===== src/rtl/vic_tile_shifter_if.sv =====
// rtl/vic_tile_shifter_if.sv - tile/pattern/colour RAM fetch bus between the shifter and video memories
interface vic_tile_shifter_if #(
    parameter int PAL_BITS = 2
);
    logic [9:0]          vram_addr;
    logic [7:0]          vram_data;
    logic [10:0]         char_addr;
    logic [7:0]          char_data;
    logic [PAL_BITS+2:0] color_addr;
    logic [7:0]          color_data;

    modport master (
        output vram_addr, char_addr, color_addr,
        input  vram_data, char_data, color_data
    );

    modport slave (
        input  vram_addr, char_addr, color_addr,
        output vram_data, char_data, color_data
    );
endinterface


===== src/rtl/vic_tile_shifter.sv =====
// rtl/vic_tile_shifter.sv - per-cell tile fetch and MSB-first pixel serialiser with blanking
// Optional FLIP_SCREEN_EN adds a flip input that mirrors addressing and shifts LSB-first.
module vic_tile_shifter #(
    parameter int PAL_BITS = 2
) (
    input  logic                clk,
    input  logic                reset_n,
    input  logic                ce_pix,
    input  logic [8:0]          hcnt,
    input  logic [8:0]          vcnt,
    input  logic                hblank,
    input  logic                vblank,
    input  logic [PAL_BITS-1:0] palette,
`ifdef FLIP_SCREEN_EN
    input  logic                flip,
`endif
    vic_tile_shifter_if.master  mem,
    output logic [2:0]          rgb,
    output logic                blank_out
);

    logic [9:0]          vram_addr_q, vram_addr_d;
    logic [10:0]         char_addr_q, char_addr_d;
    logic [PAL_BITS+2:0] color_addr_q, color_addr_d;
    logic [7:0]          code_r_q, code_r_d;
    logic [7:0]          pat_r_q, pat_r_d;
    logic [7:0]          col_r_q, col_r_d;
    logic [7:0]          shift_r_q, shift_r_d;
    logic [2:0]          fg_q, fg_d;
    logic [2:0]          bg_q, bg_d;
    logic [2:0]          rgb_q, rgb_d;
    logic                blank_out_q, blank_out_d;

    logic       flip_en;
    logic [2:0] phase;
    logic       fetch_en;
    logic [4:0] col_n;
    logic [4:0] col;
    logic [4:0] row;
    logic [2:0] line;
    logic       pix_bit;
    logic       blank_now;
    logic       unused_bits;

`ifdef FLIP_SCREEN_EN
    assign flip_en = flip;
`else
    assign flip_en = 1'b0;
`endif

    assign unused_bits = ^{vcnt[8], col_r_q[4], col_r_q[0]};

    // Visible cells fetch one column ahead; cell 40 (hcnt 320..327) prefetches column 0 of the next line.
    always_comb begin
        phase     = hcnt[2:0];
        fetch_en  = ~hcnt[8] | (hcnt[7:3] == 5'd8);
        col_n     = hcnt[8] ? 5'd0 : hcnt[7:3] + 5'd1;
        col       = flip_en ? ~col_n : col_n;
        row       = flip_en ? ~vcnt[7:3] : vcnt[7:3];
        line      = flip_en ? ~vcnt[2:0] : vcnt[2:0];
        pix_bit   = flip_en ? shift_r_q[0] : shift_r_q[7];
        blank_now = hblank | vblank;
    end

    always_comb begin
        vram_addr_d  = vram_addr_q;
        char_addr_d  = char_addr_q;
        color_addr_d = color_addr_q;
        code_r_d     = code_r_q;
        pat_r_d      = pat_r_q;
        col_r_d      = col_r_q;
        shift_r_d    = shift_r_q;
        fg_d         = fg_q;
        bg_d         = bg_q;
        rgb_d        = rgb_q;
        blank_out_d  = blank_out_q;
        if (ce_pix) begin
            blank_out_d = blank_now;
            rgb_d       = blank_now ? 3'd0 : (pix_bit ? fg_q : bg_q);
            // The p=7 load is unconditional; whatever it picks up outside fetch cells is blanked anyway.
            if (phase == 3'd7) begin
                shift_r_d = pat_r_q;
                fg_d      = col_r_q[3:1];
                bg_d      = col_r_q[7:5];
            end else begin
                shift_r_d = flip_en ? (shift_r_q >> 1) : (shift_r_q << 1);
            end
            if (fetch_en) begin
                case (phase)
                    3'd0: vram_addr_d = {row, col};
                    3'd2: begin
                        code_r_d     = mem.vram_data;
                        char_addr_d  = {mem.vram_data, line};
                        color_addr_d = {palette, mem.vram_data[7:5]};
                    end
                    3'd4: begin
                        pat_r_d = mem.char_data;
                        col_r_d = mem.color_data;
                    end
                    default: ;
                endcase
            end
        end
    end

    always_ff @(posedge clk or negedge reset_n) begin
        if (!reset_n) begin
            vram_addr_q  <= '0;
            char_addr_q  <= '0;
            color_addr_q <= '0;
            code_r_q     <= '0;
            pat_r_q      <= '0;
            col_r_q      <= '0;
            shift_r_q    <= '0;
            fg_q         <= '0;
            bg_q         <= '0;
            rgb_q        <= '0;
            blank_out_q  <= 1'b1;
        end else begin
            vram_addr_q  <= vram_addr_d;
            char_addr_q  <= char_addr_d;
            color_addr_q <= color_addr_d;
            code_r_q     <= code_r_d;
            pat_r_q      <= pat_r_d;
            col_r_q      <= col_r_d;
            shift_r_q    <= shift_r_d;
            fg_q         <= fg_d;
            bg_q         <= bg_d;
            rgb_q        <= rgb_d;
            blank_out_q  <= blank_out_d;
        end
    end

    assign mem.vram_addr  = vram_addr_q;
    assign mem.char_addr  = char_addr_q;
    assign mem.color_addr = color_addr_q;
    assign rgb            = rgb_q;
    assign blank_out      = blank_out_q;

endmodule


===== src/flat_wrapper.sv =====
// flat-port wrapper written by rule: the top's interface ports become plain ports
module vic_tile_shifter_flat 
#(
    parameter int PAL_BITS = 2
)
  (clk, reset_n, ce_pix, hcnt, vcnt, hblank, vblank, palette, rgb, blank_out, mem_vram_addr, mem_char_addr, mem_color_addr, mem_vram_data, mem_char_data, mem_color_data);
  vic_tile_shifter_if #(.PAL_BITS(PAL_BITS)) mem_i ();
  input  logic clk;
  input  logic reset_n;
  input  logic ce_pix;
  input  logic [8:0] hcnt;
  input  logic [8:0] vcnt;
  input  logic hblank;
  input  logic vblank;
  input  logic [PAL_BITS-1:0] palette;
  output logic [2:0] rgb;
  output logic blank_out;
  output wire logic [$bits(mem_i.vram_addr)-1:0] mem_vram_addr;
  output wire logic [$bits(mem_i.char_addr)-1:0] mem_char_addr;
  output wire logic [$bits(mem_i.color_addr)-1:0] mem_color_addr;
  input wire logic [$bits(mem_i.vram_data)-1:0] mem_vram_data;
  input wire logic [$bits(mem_i.char_data)-1:0] mem_char_data;
  input wire logic [$bits(mem_i.color_data)-1:0] mem_color_data;
  assign mem_vram_addr = mem_i.vram_addr;
  assign mem_char_addr = mem_i.char_addr;
  assign mem_color_addr = mem_i.color_addr;
  assign mem_i.vram_data = mem_vram_data;
  assign mem_i.char_data = mem_char_data;
  assign mem_i.color_data = mem_color_data;
  vic_tile_shifter #(.PAL_BITS(PAL_BITS)) u_core (.clk(clk), .reset_n(reset_n), .ce_pix(ce_pix), .hcnt(hcnt), .vcnt(vcnt), .hblank(hblank), .vblank(vblank), .palette(palette), .mem(mem_i), .rgb(rgb), .blank_out(blank_out));
endmodule

===== config.mk =====
export PLATFORM = sky130hd
export DESIGN_NAME = vic_tile_shifter_flat
export DESIGN_NICKNAME = d
export VERILOG_FILES = /design/src/rtl/vic_tile_shifter_if.sv /design/src/rtl/vic_tile_shifter.sv /design/src/flat_wrapper.sv
export SDC_FILE = /design/constraint.sdc
export NUM_CORES = 1
export LEC_CHECK = 0
export BUFFER_PORTS_ARGS = -buffer_cell sky130_fd_sc_hd__buf_2
export CAP_MARGIN = 20
export CORE_ASPECT_RATIO = 1.4
export CORE_UTILIZATION = 45
export DETAILED_ROUTE_END_ITERATION = 16
export PLACE_DENSITY = 0.77
export SKIP_CTS_REPAIR_TIMING = 1
export SYNTH_ARGS = -nofsm -noshare
export SYNTH_HDL_FRONTEND = slang
export SYNTH_SLANG_ARGS = --single-unit

===== constraint.sdc =====
create_clock -name clk -period 0.9 [get_ports clk]
set_clock_uncertainty 0.05 [all_clocks]
set_input_delay 0.18 -clock clk [delete_from_list [all_inputs] [get_ports clk]]
set_output_delay 0.18 -clock clk [all_outputs]
set_load 0.02 [all_outputs]

==> flow_summary.json <==
{
  "status": "finished, violations left",
  "violations": "negative setup slack",
  "grt_usage_pct": 17.2,
  "area.sequential_mm2": 0.00138,
  "syn2layout_area_growth_pct": 57.8,
  "clock-sinks": 55,
  "routabilityCongestion": 0.737,
  "placeableCoreArea_mm2": 0.00492,
  "drt_pass1_iterations": 4,
  "n_antenna_cell": 0,
  "grt_start_max_net_pins": 27,
  "leakagePower_nw": 1.80,
  "die-area_mm2": 0.00545,
  "synth_seq_cells": 55,
  "fill_cells": 310,
  "clk_slew_on_worst_s_h_paths_ps": 100,
  "cts_tree": "yes",
  "cts-buffers-inserted": 5,
  "place.detailed.hpwl_um": 3340,
  "vias_per_inst": 4.90,
  "critical_path.cell_chain": "buf_6, or4b_4, a21oi_4, buf_12, mux2_4",
  "ys_types": 24,
  "drcViolationCount": 0,
  "synth-edff-count": 0,
  "drv_slew": 0,
  "hold_ws_ps": 47.9,
  "clk_root_buffer_cell": "clkbuf_8",
  "timing.critical_path.fanout_max": 7,
  "seq_area_frac_synth_pct": 59.4,
  "setup.worst_path.start": "hcnt[1]",
  "setup_viol": 67,
  "arrival_ps": 1460,
  "total_switching_power_mw": 2.14,
  "holdCritStartpoint": "mem_char_data[3]",
  "chipWidth_um": 62.7,
  "switching_share_pct": 28.4,
  "hold_viol_final": 0,
  "synth-warning-count": 0,
  "postSynthAreaPerCell_um2": 13.6,
  "layout-drive-gt1-share_pct": 59.9,
  "avgRoutedWirePerCell_um": 15.7,
  "htreeDepth": 2,
  "syn-cell-area_mm2": 0.00232,
  "number_of_instances_in_the_placed_design": 319,
  "floorplan.initialDensity_pct": 47.2,
  "async_flop_share_pct": 100,
  "pin_count": 79,
  "final_core_utilization_pct": 74.4,
  "grt_antenna_before_repair": 0,
  "drt-total-wl_um": 5430,
  "power.internal_mw": 5.40,
  "dr.first_iter.drc_count": 54,
  "post_layout_nonfiller_instances": 346,
  "power_density_mw_per_mm2": 2060,
  "drv_cap": 0,
  "ant_nets": 0,
  "postSynth.topFlopCell": "dfrtp_1",
  "crit_path_start_kind": "input pin",
  "timing.max_slew.rel_slack_pct": 80.1,
  "grt_pass1_wl_um": 7020,
  "pre_cts_ws_ps": -754,
  "fmaxAchievable_ghz": 0.760,
  "route.vias.total": 1697,
  "multiInputGateArea_mm2": 0.00105,
  "syn_nets": 221,
  "timing.final.crit_period_ps": 1320,
  "required_ps": 1040,
  "grt_pass1_vias": 1596,
  "pwr-share-clk_pct": 21.2,
  "ir_worst_vdd_mv": 1.09,
  "buffer_ports.inserted": 75,
  "clock_tree.buffer_depth": 2,
  "final.setup.worst_slack_ps": -417,
  "seq_power_share_pct": 45.6,
  "std_cell_rows": 30,
  "finalNetCount": 332,
  "synthCells": 170,
  "max_stage_delay_ps": 560,
  "die_h_um": 87.0,
  "slowest_stage": "or4b_4",
  "rsz0062_at_grt": "true",
  "clk-insertion-delay-late_ps": 300,
  "grt_remaining_overflow": 0,
  "period_share_pct": 146,
  "min_path_type": "in -> reg",
  "pwr-share-comb_pct": 33.2,
  "power_mw": 7.54,
  "worst-slew-pin-transition_ps": 298,
  "setup.worst_path.class": "in -> reg",
  "critical_path.endpoint_type": "flop",
  "rr_startpoint": "u_core.mem.color_addr[1]"
}
-- layout make-up --
cell class / instances / area share, %
Timing Repair Buffer: 112 / 26.9
Tap cell: 64 / 2.19
Clock buffer: 6 / 1.98
Sequential cell: 55 / 37.7
Clock inverter: 2 / 1.03
Multi-Input combinational cell: 96 / 28.7
Inverter: 11 / 1.54
-- worst paths after layout --
check	end	slack (ps)	depth (start not counted)
max in group asynchronous	u_core.shift_r_q[7]	120	3
min in group asynchronous	u_core.rgb[2]	250	2
hold / removal	u_core.pat_r_q[3]	50	2
setup reg to reg	u_core.mem.color_addr[1]	-100	2
setup / recovery	u_core.mem.vram_addr[2]	-420	5
hold reg to reg	u_core.fg_q[2]	460	1
-- cell usage after synthesis (2+ instances only) --
library cell   n  area, um2
ha_1           2       25.0
mux2i_1       14        140
o22ai_1        4       25.0
nor2_1        12       45.0
mux2_1        15        169
mux2_2        24        270
inv_1         11       41.3
nand4bb_1      3       33.8
a21oi_1        8       40.0
nor2b_1        2       12.5
nand3_1        3       15.0
clkbuf_1       3       11.3
o2bb2ai_1      2       17.5
buf_4          4       30.0
dfrtp_1       54       1350
-- power by group through the flow --
| stage | logic (mW) | clock network [mW] | registers (mW) |
|---|---|---|---|
| after floorplan | 0.806 | 0 | 3.66 |
| after global placement | 1.69 | 0 | 3.36 |
| after detailed placement | 1.75 | 0 | 3.38 |
| after CTS | 1.75 | 1.63 | 3.33 |
| after global routing | 2.66 | 1.76 | 3.50 |
| final | 2.51 | 1.60 | 3.44 |
-- per-layer routing --
layer / vias to the layer above / global-route usage [%] / share of wire, %
met5: - / 0 / 0
met4: 0 / 6.98 / 1.1
met3: 4 / 3.66 / 2.7
met2: 44 / 30.1 / 55
met1: 841 / 20.4 / 41
li1: 808 / - / -
-- flip-flops by register name, indices dropped and copies added (netlist names) --
name,flops
u_core.pat_r_q,8
u_core.mem.color_addr,5
u_core.col_r_q,6
u_core.mem.vram_addr,10
u_core.blank_out,1
u_core.mem.char_addr,8
u_core.shift_r_q,8
u_core.fg_q,3
u_core.rgb,3
u_core.bg_q,3
-- placed cells by master, fill, tap and decap left out, types with 2 or more instances in the layout --
master     netlist  routed
buf_2            1      42
clkbuf_16        0       2
nand3_1          3       2
clkbuf_8         0       5
a21oi_4          1       3
nor2b_1          2       2
nor2_1          12      12
buf_4            4      27
buf_12           0       6
mux2_2          24       6
o22ai_1          4       4
buf_6            0      32
nand4bb_4        0       2
o2bb2ai_1        2       2
mux2_4           0      33
dfrtp_1         54      53
a21oi_1          8       7
mux2i_1         14      14
buf_8            0       2
inv_1           11       9
-- logic make-up (layout without fill, tap and decap cells) --
family                   after synthesis  after routing  share of synthesized area, %
flip-flops                            55             55                          59.4
buffers and inverters                 19            131                          3.78
XOR/XNOR                               1              1                         0.378
AO/OA/AOI/OAI                         17             17                          4.96
AND/OR/NAND/NOR                       23             23                          5.45
multiplexers                          53             53                          25.0
adder cells (fa/ha/maj)                2              2                          1.08
-- critical path: cells and delay by family --
kind | cells | cell delay [ps]
and+or+nand+nor | 1 | 560
buffers and inverters | 2 | 240
muxes | 1 | 300
AOI/OAI and AO/OA | 1 | 170
-- metrics by stage --
stage	area, um2	setup TNS [ps]
2_1_floorplan	2440	-18070
3_3_place_gp	3030	-28560
4_1_cts	3140	-19310
6_report	3660	-17970
5_1_grt	3660	-19480
3_5_place_dp	3030	-29320
No activity file was read; power rests on OpenSTA's default activity.
